--- src/rtl/priority_arbiter.sv ---
// priority_arbiter: N_REQ-way req/gnt arbiter with registered one-hot grant, grant locking and hold limit.
// Optional macro ROUND_ROBIN_EN selects rotating priority; default build is fixed MSB-highest priority.
module priority_arbiter #(
  parameter int N_REQ    = 4,
  parameter int ID_W     = $clog2(N_REQ),
  parameter int MAX_HOLD = 8
) (
  input  logic             clk,
  input  logic             rst_n,
  input  logic [N_REQ-1:0] req,
  output logic [N_REQ-1:0] gnt,
  output logic [ID_W-1:0]  gnt_id,
  output logic             gnt_valid
);

  localparam int              HC_W      = (MAX_HOLD > 1) ? $clog2(MAX_HOLD) : 1;
  localparam logic [HC_W-1:0] HOLD_LAST = HC_W'((MAX_HOLD > 0) ? MAX_HOLD - 1 : 0);

  typedef enum logic {
    IDLE  = 1'b0,
    GRANT = 1'b1
  } state_e;

  state_e           state_q, state_d;
  logic [N_REQ-1:0] gnt_q, gnt_d;
  logic [ID_W-1:0]  gnt_id_q, gnt_id_d;
  logic             gnt_valid_q, gnt_valid_d;
  logic [HC_W-1:0]  hold_cnt_q, hold_cnt_d;
  logic [ID_W-1:0]  last_q, last_d;

  logic             timeout;
  logic             release_now;
  logic             arb_en;
  logic             win_found;
  logic [ID_W-1:0]  win_id;
  logic [N_REQ-1:0] eligible;

`ifdef ROUND_ROBIN_EN
  // Search last-1, last-2, ... wrapping; the nearest set bit below last wins.
  function automatic logic [ID_W:0] pick(input logic [N_REQ-1:0] elig,
                                         input logic [ID_W-1:0]  last);
    logic [ID_W:0] res;
    int            idx;
    res = '0;
    for (int k = N_REQ; k >= 1; k--) begin
      idx = (int'(last) + N_REQ - k) % N_REQ;
      if (elig[idx]) res = {1'b1, ID_W'(idx)};
    end
    return res;
  endfunction
`else
  function automatic logic [ID_W:0] pick(input logic [N_REQ-1:0] elig);
    logic [ID_W:0] res;
    res = '0;
    for (int i = 0; i < N_REQ; i++) begin
      if (elig[i]) res = {1'b1, ID_W'(i)};
    end
    return res;
  endfunction
`endif

  always_ff @(posedge clk or negedge rst_n) begin
    if (!rst_n) begin
      state_q     <= IDLE;
      gnt_q       <= '0;
      gnt_id_q    <= '0;
      gnt_valid_q <= 1'b0;
      hold_cnt_q  <= '0;
      last_q      <= '0;
    end else begin
      state_q     <= state_d;
      gnt_q       <= gnt_d;
      gnt_id_q    <= gnt_id_d;
      gnt_valid_q <= gnt_valid_d;
      hold_cnt_q  <= hold_cnt_d;
      last_q      <= last_d;
    end
  end

  always_comb begin
    timeout     = (MAX_HOLD != 0) && (hold_cnt_q == HOLD_LAST);
    release_now = (state_q == GRANT) && (!req[gnt_id_q] || timeout);
    arb_en      = (state_q == IDLE) || release_now;

    // A timed-out owner may not win its own release arbitration.
    eligible = req;
    if ((state_q == GRANT) && timeout) eligible[gnt_id_q] = 1'b0;

`ifdef ROUND_ROBIN_EN
    {win_found, win_id} = pick(eligible, last_q);
`else
    {win_found, win_id} = pick(eligible);
`endif

    state_d     = state_q;
    gnt_d       = gnt_q;
    gnt_id_d    = gnt_id_q;
    gnt_valid_d = gnt_valid_q;
    hold_cnt_d  = hold_cnt_q;
    last_d      = last_q;

    if (arb_en) begin
      if (win_found) begin
        state_d     = GRANT;
        gnt_d       = N_REQ'(1) << win_id;
        gnt_id_d    = win_id;
        gnt_valid_d = 1'b1;
        hold_cnt_d  = '0;
        last_d      = win_id;
      end else begin
        // gnt_id keeps the previous owner while nothing is granted.
        state_d     = IDLE;
        gnt_d       = '0;
        gnt_valid_d = 1'b0;
      end
    end else if ((state_q == GRANT) && (MAX_HOLD != 0)) begin
      hold_cnt_d = hold_cnt_q + HC_W'(1);
    end
  end

  always_comb begin
    gnt       = gnt_q;
    gnt_id    = gnt_id_q;
    gnt_valid = gnt_valid_q;
  end

`ifndef SYNTHESIS
  a_onehot : assert property (@(posedge clk) disable iff (!rst_n) $onehot0(gnt_q));
  a_valid  : assert property (@(posedge clk) disable iff (!rst_n) gnt_valid_q == (|gnt_q));
  a_id     : assert property (@(posedge clk) disable iff (!rst_n) gnt_valid_q |-> gnt_q[gnt_id_q]);
`endif

endmodule
--- config.mk ---
export PLATFORM = sky130hd
export DESIGN_NAME = priority_arbiter
export DESIGN_NICKNAME = d
export VERILOG_FILES = /design/src/rtl/priority_arbiter.sv
export SDC_FILE = /design/constraint.sdc
export NUM_CORES = 1
export LEC_CHECK = 0
export ABC_AREA = 1
export CAP_MARGIN = 10
export CORE_MARGIN = 2
export CORE_UTILIZATION = 43
export CTS_CLUSTER_DIAMETER = 120
export DETAILED_ROUTE_END_ITERATION = 12
export GPL_ROUTABILITY_DRIVEN = 0
export GPL_TIMING_DRIVEN = 1
export HOLD_SLACK_MARGIN = 0.08
export MAX_ROUTING_LAYER = met4
export PLACE_DENSITY = 0.83
export SLEW_MARGIN = 20
export SYNTH_ARGS = -nofsm -noshare
export SYNTH_HDL_FRONTEND = slang
export SYNTH_SLANG_ARGS = --single-unit
--- constraint.sdc ---
create_clock -name clk -period 1.4 [get_ports clk]
set_input_delay 0.14 -clock clk [delete_from_list [all_inputs] [get_ports clk]]
set_output_delay 0.14 -clock clk [all_outputs]
set_load 0.05 [all_outputs]
==> impl_results.md <==
- Area growth, synth to finish: 68.7%
- Pwr/cell area: 1960 nW/um^2
- Layout cells sized above 1: 52.0%
- Die area: 1710 sq um
- Clock root buffer: clkbuf_4
- Core ar.: 1300 sq um
- Final hold vios: 0
- Status: finished, violations left
- Worst skew pair latency: 270 ps
- # DRC: 0
- Crit Path Max Fanout: 4
- Setup ws final: -113 ps
- Largest net degree at the start of global routing: 11
- Syn_nets: 84
- First-pass GRT wire length: 2550 microns
- Post-synthesis sequential area ratio: 41.8%
- Clock Tree Buf Depth: 2
- Unique masters post-synth: 17
- Warnings, synthesis: 0
- CTS buffer count: 3
- Tcrit/Tclk final: 108%
- Htree depth: 1
- CTS tree: yes
- Post-route ant nets: 0
- Grt ovf: 0
- Fin crit period: 1510 ps
- Rows: 13
- Setup TNS: -552 ps
- DP HPWL: 1070 microns
- Maximum vdd drop: 1350 uV
- Arrival @ worst endpoint: 1680 ps
- Pre-antenna DRT Iters: 4
- Mapped Area: 599 sq um
- Sink Count: 10
- Max_cap viols: 0
- Slew HR: 69.9%
- Initial antenna violation count: 0
- Worst hold path class: in2async
- Total GRT Usage: 24.6%
- Worst Skew: 7.98 ps
- Initial Util: 46.1%
- RSZ-0062 raised after global routing: yes
- CP Data Required Time: 1560 ps
- Top cells by area, synth: dfrtp_1, nand2_1, nand2_4
- Width of the die: 41.3 microns
- Layout net count: 111
- Final Max Tran Viols: 0
- Startpoint Class: flip-flop
- Via count: 572
- IO Pins: 13
- Register Area: 254 sq um
- Mean Syn Cell Area: 7.89 sq um
- Final setup viols: 9
- Vias per std cell: 4.89
- Crit end category: flip-flop
- WL per Instance: 14.0 microns
- Achievable Freq: 661 MHz
- Pin slew with the least headroom to its limit: 450 ps
- Final wirelength: 1640 microns
- Top cell type's share of synthesized area: 41.8%
- Cts hold-fix bufs: 0
- Failing checks: setup timing
- Yosys reg bits: 10
- Port bufs: 12
- Initial drt markers: 6
- Clk slew on worst S/H paths: 80 ps
- Setup CP Type: reg2reg
- Mapped Cells: 76
- Die height: 41.3 microns
- Multi-input gate area: 408 sq um
- P_leak: 0.513 nW
- Post-synth top area cell: dfrtp_1
- Number of global-route vias before repair: 567
- Util after Layout: 77.7%
- Fillers: 80
- ANT cells: 0
-- layout by cell type, fill, tap and decap left out, types with 3 or more instances in the layout --
cell type / n
nand3_1: 6
dfrtp_2: 3
nand2_1: 17
nand2_4: 9
nor2_4: 4
dfrtp_1: 7
clkbuf_4: 3
inv_1: 5
nand2_2: 7
buf_4: 11
buf_12: 6
clkdlybuf4s50_1: 5
nor2_1: 3
-- power breakdown --
group / leakage (nW) / switching (mW) / internal [mW]
Sequential: 0.121 / 0.171 / 0.397
Clock: 0.0210 / 0.108 / 0.158
Combinational: 0.371 / 0.634 / 0.515
-- final cells by class --
class	instances	area share, %
inverter	9	4.08
sequential	10	25.1
clock buffer	4	3.59
tap	15	1.86
multi-input combinational	57	40.3
timing repair buffer	22	25.0
-- through the flow --
stage	setup slack, ps	area [sq um]	hold slack (ps)	total power [mW]	cells
floorplan	-20.6	626	-156	1.09	76
global placement	-96.0	882	466	1.54	111
finish	-113	1010	181	1.98	117
detailed placement	-142	882	484	1.58	111
CTS	-78.8	973	199	1.91	117
global route	-174	1010	227	2.08	117
-- path summary, 6_finish.rpt --
kind | startpoint | endpoint | slack [ps] | cells after the start
worst max-delay path | hold_cnt_q[1] | gnt_id[0] | -110 | 12
worst min-delay path | rst_n | gnt[0] | 180 | 1
min in group clk | gnt[0] | gnt[0] | 530 | 2
worst min register to register | gnt[0] | gnt[0] | 530 | 2
worst max register to register | hold_cnt_q[1] | gnt_id[0] | -110 | 12
max in group asynchronous | rst_n | gnt_id[0] | 890 | 1
-- cell usage after synthesis --
cell type   n
nand2_1    23
dfrtp_1    10
inv_1       7
nor2_1      7
nand2_2     6
nand3_1     6
nand2_4     4
ha_1        2
o21ai_0     2
o21ai_1     2
clkinv_4    1
inv_2       1
nand4_1     1
nor2_2      1
nor2_4      1
o21a_1      1
o21ai_2     1
-- sequential cells by signal (all words and copies together), names as in the netlist --
name	cells
hold_cnt_q	3
gnt	4
gnt_valid	1
gnt_id	2
-- logic make-up after synthesis --
| group | synth area share [%] |
|---|---|
| adder cells (fa/ha/maj) | 4.17 |
| AO/OA/AOI/OAI | 6.06 |
| buffers and inverters | 6.47 |
| AND/OR/NAND/NOR | 41.5 |
| flip-flops | 41.8 |
-- worst max-delay path, stage by stage, from the launching register on --
cell and delay, ps:
dfrtp_1 420, ha_4 190, ha_4 160, nand2_4 80
inv_4 50, nand2_4 70, nand2_4 60, nand2_4 100
clkinv_4 60, nand2_4 70, nand2_4 50, nand2_2 40
nand2_1 50
-- timing repair --
| action | CTS | global route |
|---|---|---|
| gates resized for setup | 9 | 11 |
| buffers inserted | 2 | 0 |
| pin swaps | 8 | 6 |
| endpoints found under the setup margin | 10 | 10 |
-- routing by layer --
layer,GRT usage (%),share of wire (%),wire length [microns]
met1,31.6,42,689
met2,39.5,53,875
met3,4.79,3.2,53
met4,7.26,1.5,24
met5,-,0,0
Power figures use the tool's default switching activity.
==> patch 1 (same flow settings) <==
Set the parameter `MAX_HOLD` to 16 (it was 8).
--- a/src/rtl/priority_arbiter.sv
+++ b/src/rtl/priority_arbiter.sv
@@ -3,7 +3,7 @@
 module priority_arbiter #(
   parameter int N_REQ    = 4,
   parameter int ID_W     = $clog2(N_REQ),
-  parameter int MAX_HOLD = 8
+  parameter int MAX_HOLD = 16
 ) (
   input  logic             clk,
   input  logic             rst_n,
Behaviour: not the same (a bounded check fails within 10 cycles, from zero or initial values and one cycle with rst_n low).
==> patch 1 against the original RTL <==
- the flow still finishes with violations (setup timing)
- critical path depth down 1
- sequential share of layout area down 0.62 points
- wire length up 30%
- cell area up 13%
- global-route usage down 3.0 points
- area after synthesis up 11%
- setup slack better by 0.041 ns
- clock power down 17%
- sequential cell count up 1
- total power up 3.9%
- critical path type unchanged
- largest cell class unchanged
==> patch 1: results (changes against the original RTL) <==
* Top cells by area, synth: dfrtp_1 41%, nand2_1 18%, nand3_1 6.8%
* Sw Pwr at 0.965 mW (+5.8%)
* CTS Buffer Depth at 2 (unchanged)
* Tot GR Track Use at 21.6% (-3.0 points)
* DRT Wirelength at 2140 um (+30%)
* Critical Path AT at 1.69 ns
* Outcome: finished, violations left
* Mean Syn Cell Area at 7.56 um2 (-4.1%)
* Yosys warnings at 0 (unchanged)
* Post-synthesis mux area share at 0% (unchanged)
* Largest net degree at the start of global routing at 12 (+1)
* Most frequent cells after synthesis: 32 x nand2_1, 11 x dfrtp_1, 9 x nand3_1, 7 x inv_1, 5 x nor2_1
* Netlist cell types at 19 (+2)
* Clock-pin slew on the worst setup and hold paths at 0.08 ns (about the same)
* Adder-cell share of the synthesized area at 1.88% (-2.3 points)
* First-pass GRT wire length at 2840 um (+11%)
* Layout Cells excl Fill at 136 (+16%)
* Lkg Pwr at 0.564 nW (+9.9%)
* Pre-CTS setup slack at -0.0974 ns (+0.0444 ns)
* Maximum VDD drop at 1.22 mV (-9.3%)
* Clock latency on the worst-skew pair at 0.27 ns (about the same)
* Post-DP HPWL at 1210 um (+14%)
* Setup slack after layout at -0.0722 ns (+0.0410 ns)
* Htree depth at 1 (unchanged)
* XOR/XNOR share of the synthesized area at 1.32% (+1.3 points)
* # fillers at 100 (+25%)
* Setup violators final at 8 (-1)
* 1st-pass router iterations at 4 (unchanged)
* Slew headroom at 66.8% (-3.1 points)
* Clk root buf: clkbuf_4
* Post-synthesis sequential area ratio at 41.4% (-0.40 points)
* Number of global-route vias before repair at 648 (+14%)
* N_diodes at 0 (unchanged)
* Layout Skew at 0.00444 ns (-0.00354 ns)
* Share of cells above drive strength 1 at 50.8% (-1.1 points)
* Placed insts at 123 (+11%)
* Ys async rst share at 100% (unchanged)
* # nets final at 128 (+15%)
* Worst hold margin at 0.193 ns (+0.0122 ns)
* Vias/cell at 5.32 (+8.7%)
* Violated checks: setup timing
* Tightest Hold Check Type: primary input to asynchronous set/reset pin
* I/O Buffers at 12 (unchanged)
* Drt initial violations at 18 (+12)
* Num CTS Buffers at 3 (unchanged)
* CP max FO at 5 (+1)
* Synth Area in Compound Gates at 7.52% (+1.5 points)
* Syn Nets at 95 (+13%)
## patch 1: kinds of logic (layout without fill, tap and decap cells)
kind of cell             after synthesis  in the layout
AND/OR/NAND/NOR                       58             59
adder cells (fa/ha/maj)                1              1
flip-flops                            11             11
buffers and inverters                  9             40
AO/OA/AOI/OAI                          8              8
XOR/XNOR                               1              1
## patch 1: power by group through the flow
stage                     logic [mW]  clock network (mW)  registers [mW]
after detailed placement       0.993                   0           0.570
final                           1.29               0.222           0.552
after CTS                       1.01               0.229           0.566
after global routing            1.37               0.245           0.563
after floorplan                0.387                   0           0.766
after global placement         0.971                   0           0.563
## patch 1: area by class of cell
class / instances / share of cell area, %
Clock inverter: 1 / 0.440
Clock buffer: 3 / 1.98
Inverter: 8 / 3.08
Tap cell: 16 / 1.76
Multi-Input combinational cell: 69 / 42.0
Sequential cell: 11 / 24.5
Timing Repair Buffer: 28 / 26.3
## patch 1: path summary, 6_finish.rpt
check,startpoint,end,cells after the start
max,hold_cnt_q[0],gnt_id[0],11
min,rst_n,hold_cnt_q[3],1
max reg2reg,hold_cnt_q[0],gnt_id[0],11
min reg2reg,gnt[1],gnt[1],2
max in group asynchronous,rst_n,gnt_id[1],1
min in group clk,gnt[1],gnt[1],2
## patch 1: timing repair
action | 4_1_cts | 5_1_grt
setup buffers | 2 | 6
pin swaps | 6 | 12
resized for setup | 9 | 19
hold endpoints to repair | 0 | 0
gates cloned | 0 | 1
setup endpoints to repair | 7 | 11
hold buffers | 0 | 0
## patch 1: stage by stage
| step | cell area, um2 | setup TNS [ns] |
|---|---|---|
| after floorplan | 677 | 0 |
| after global placement | 911 | -0.0477 |
| after detailed placement | 911 | -0.553 |
| after CTS | 992 | -0.142 |
| after global routing | 1140 | -1.10 |
| final | 1140 | -0.358 |
## patch 1: worst max-delay path, stage by stage, from the launching register on
cell      delay (ns)
dfrtp_1         0.39
ha_4            0.19
nand2_4         0.07
nor2_4          0.13
nand3_2         0.10
nand2_2         0.13
nand2_4         0.09
clkinv_4        0.07
nand2_4         0.06
nand2_2         0.07
nand2_1         0.05
nand2_1         0.06
## patch 1: layer usage
layer	vias to the layer above	track usage, %	wire (um)
met5	-	-	0
met4	0	12.1	38
met3	6	4.17	101
met2	27	35.8	1100
met1	344	24.4	898
li1	346	-	-
==> patch 2 (same flow settings) <==
Without the edit above. Reset style: synchronous (`rst_n`), changed in one clocked block.
--- a/src/rtl/priority_arbiter.sv
+++ b/src/rtl/priority_arbiter.sv
@@ -59,7 +59,7 @@
   endfunction
 `endif
 
-  always_ff @(posedge clk or negedge rst_n) begin
+  always_ff @(posedge clk) begin
     if (!rst_n) begin
       state_q     <= IDLE;
       gnt_q       <= '0;
Function: differs if rst_n is asserted again (counterexample within 4 cycles, from zero or initial values and one cycle with rst_n low); with rst_n held inactive, the same outputs for 10 cycles.
==> patch 2 against the original RTL <==
- the flow still finishes with violations (setup timing)
- sequential cell count unchanged
- sequential share of layout area is 3.8 points lower
- wire length fell by 11%
- setup slack gained 0.051 ns
- via count up 5.9%
- clock skew down 0.0032 ns
- critical path depth down 1
- cell area fell by 4.5%
- area after synthesis decreased by 0.63%
- critical path type unchanged
- highest routed layer is now met3
Power is not compared: it rests on default switching activity, and its combinational part moved more than twofold at a synthesized area within 25%.
==> patch 2: results (changes against the original RTL) <==
* Syn Nets at 86 (+2.4%)
* Share of cells above drive strength 1 at 58.3% (+6.3 points)
* Top layer in use: met3
* # nets final at 112 (+0.90%)
* Most frequent cells after synthesis: 11 x nand2_1, 10 x dfxtp_1, 10 x nand3_1, 9 x nor2_1
* Worst setup startpoint: hold_cnt_q[1]
* Setup violators final at 7 (-2)
* Critical Path AT at 1.62 ns (-0.06 ns)
* Setup slack after layout at -0.0620 ns (+0.0512 ns)
* Tot GR Track Use at 18.9% (-5.8 points)
* Violated checks: setup timing
* Multi-input combinational area share at 47.4% (+7.1 points)
* Layout Skew at 0.00483 ns (-0.00315 ns)
* Setup TNS at -0.177 ns (+0.375 ns)
* Met2 WL at 718 um (-18%)
* Seq/total area at 21.4% (-3.8 points)
* Outcome: finished, violations left
* Layout clock area frac at 3.76% (+0.17 points)
* Largest net degree at the start of global routing at 9 (-2)
* Crit-path slowest cell: dfxtp_2
* Pre-CTS setup slack at -0.0799 ns (+0.0619 ns)
* Vias/cell at 5.14 (+5.0%)
* WL met3 at 74 um (+40%)
* Worst hold margin at 0.489 ns (+0.308 ns)
* DRT Wirelength at 1470 um (-11%)
* Slew headroom at 82.0% (+12 points)
* Adder-cell share of the synthesized area at 4.20% (+0.026 points)
## patch 2: cell types whose count changed after synthesis, moves of 2 or more
cell / change
nand2_1: -12
dfrtp_1: -10
dfxtp_1: +10
a21oi_1: +6
nand3_1: +4
a21oi_2: +2
inv_2: +2
nor2_1: +2
o21ai_0: -2
o21ai_1: +2
## patch 2: repair_timing
item	in CTS	in global routing
endpoints found under the setup margin	9	9
buffers inserted	0	3
pin swaps	4	9
hold buffers	0	0
gates resized for setup	10	15
## patch 2: metal layers
metal / vias up / global-route usage (%)
met5: - / -
met4: 0 / 4.84
met3: 0 / 8.15
met2: 13 / 30.1
met1: 287 / 21.5
li1: 306 / -
## patch 2: worst min-delay path, stage by stage (launching register included)
cell     delay, ns
dfxtp_2       0.33
nand2_1       0.06
a21oi_1       0.05
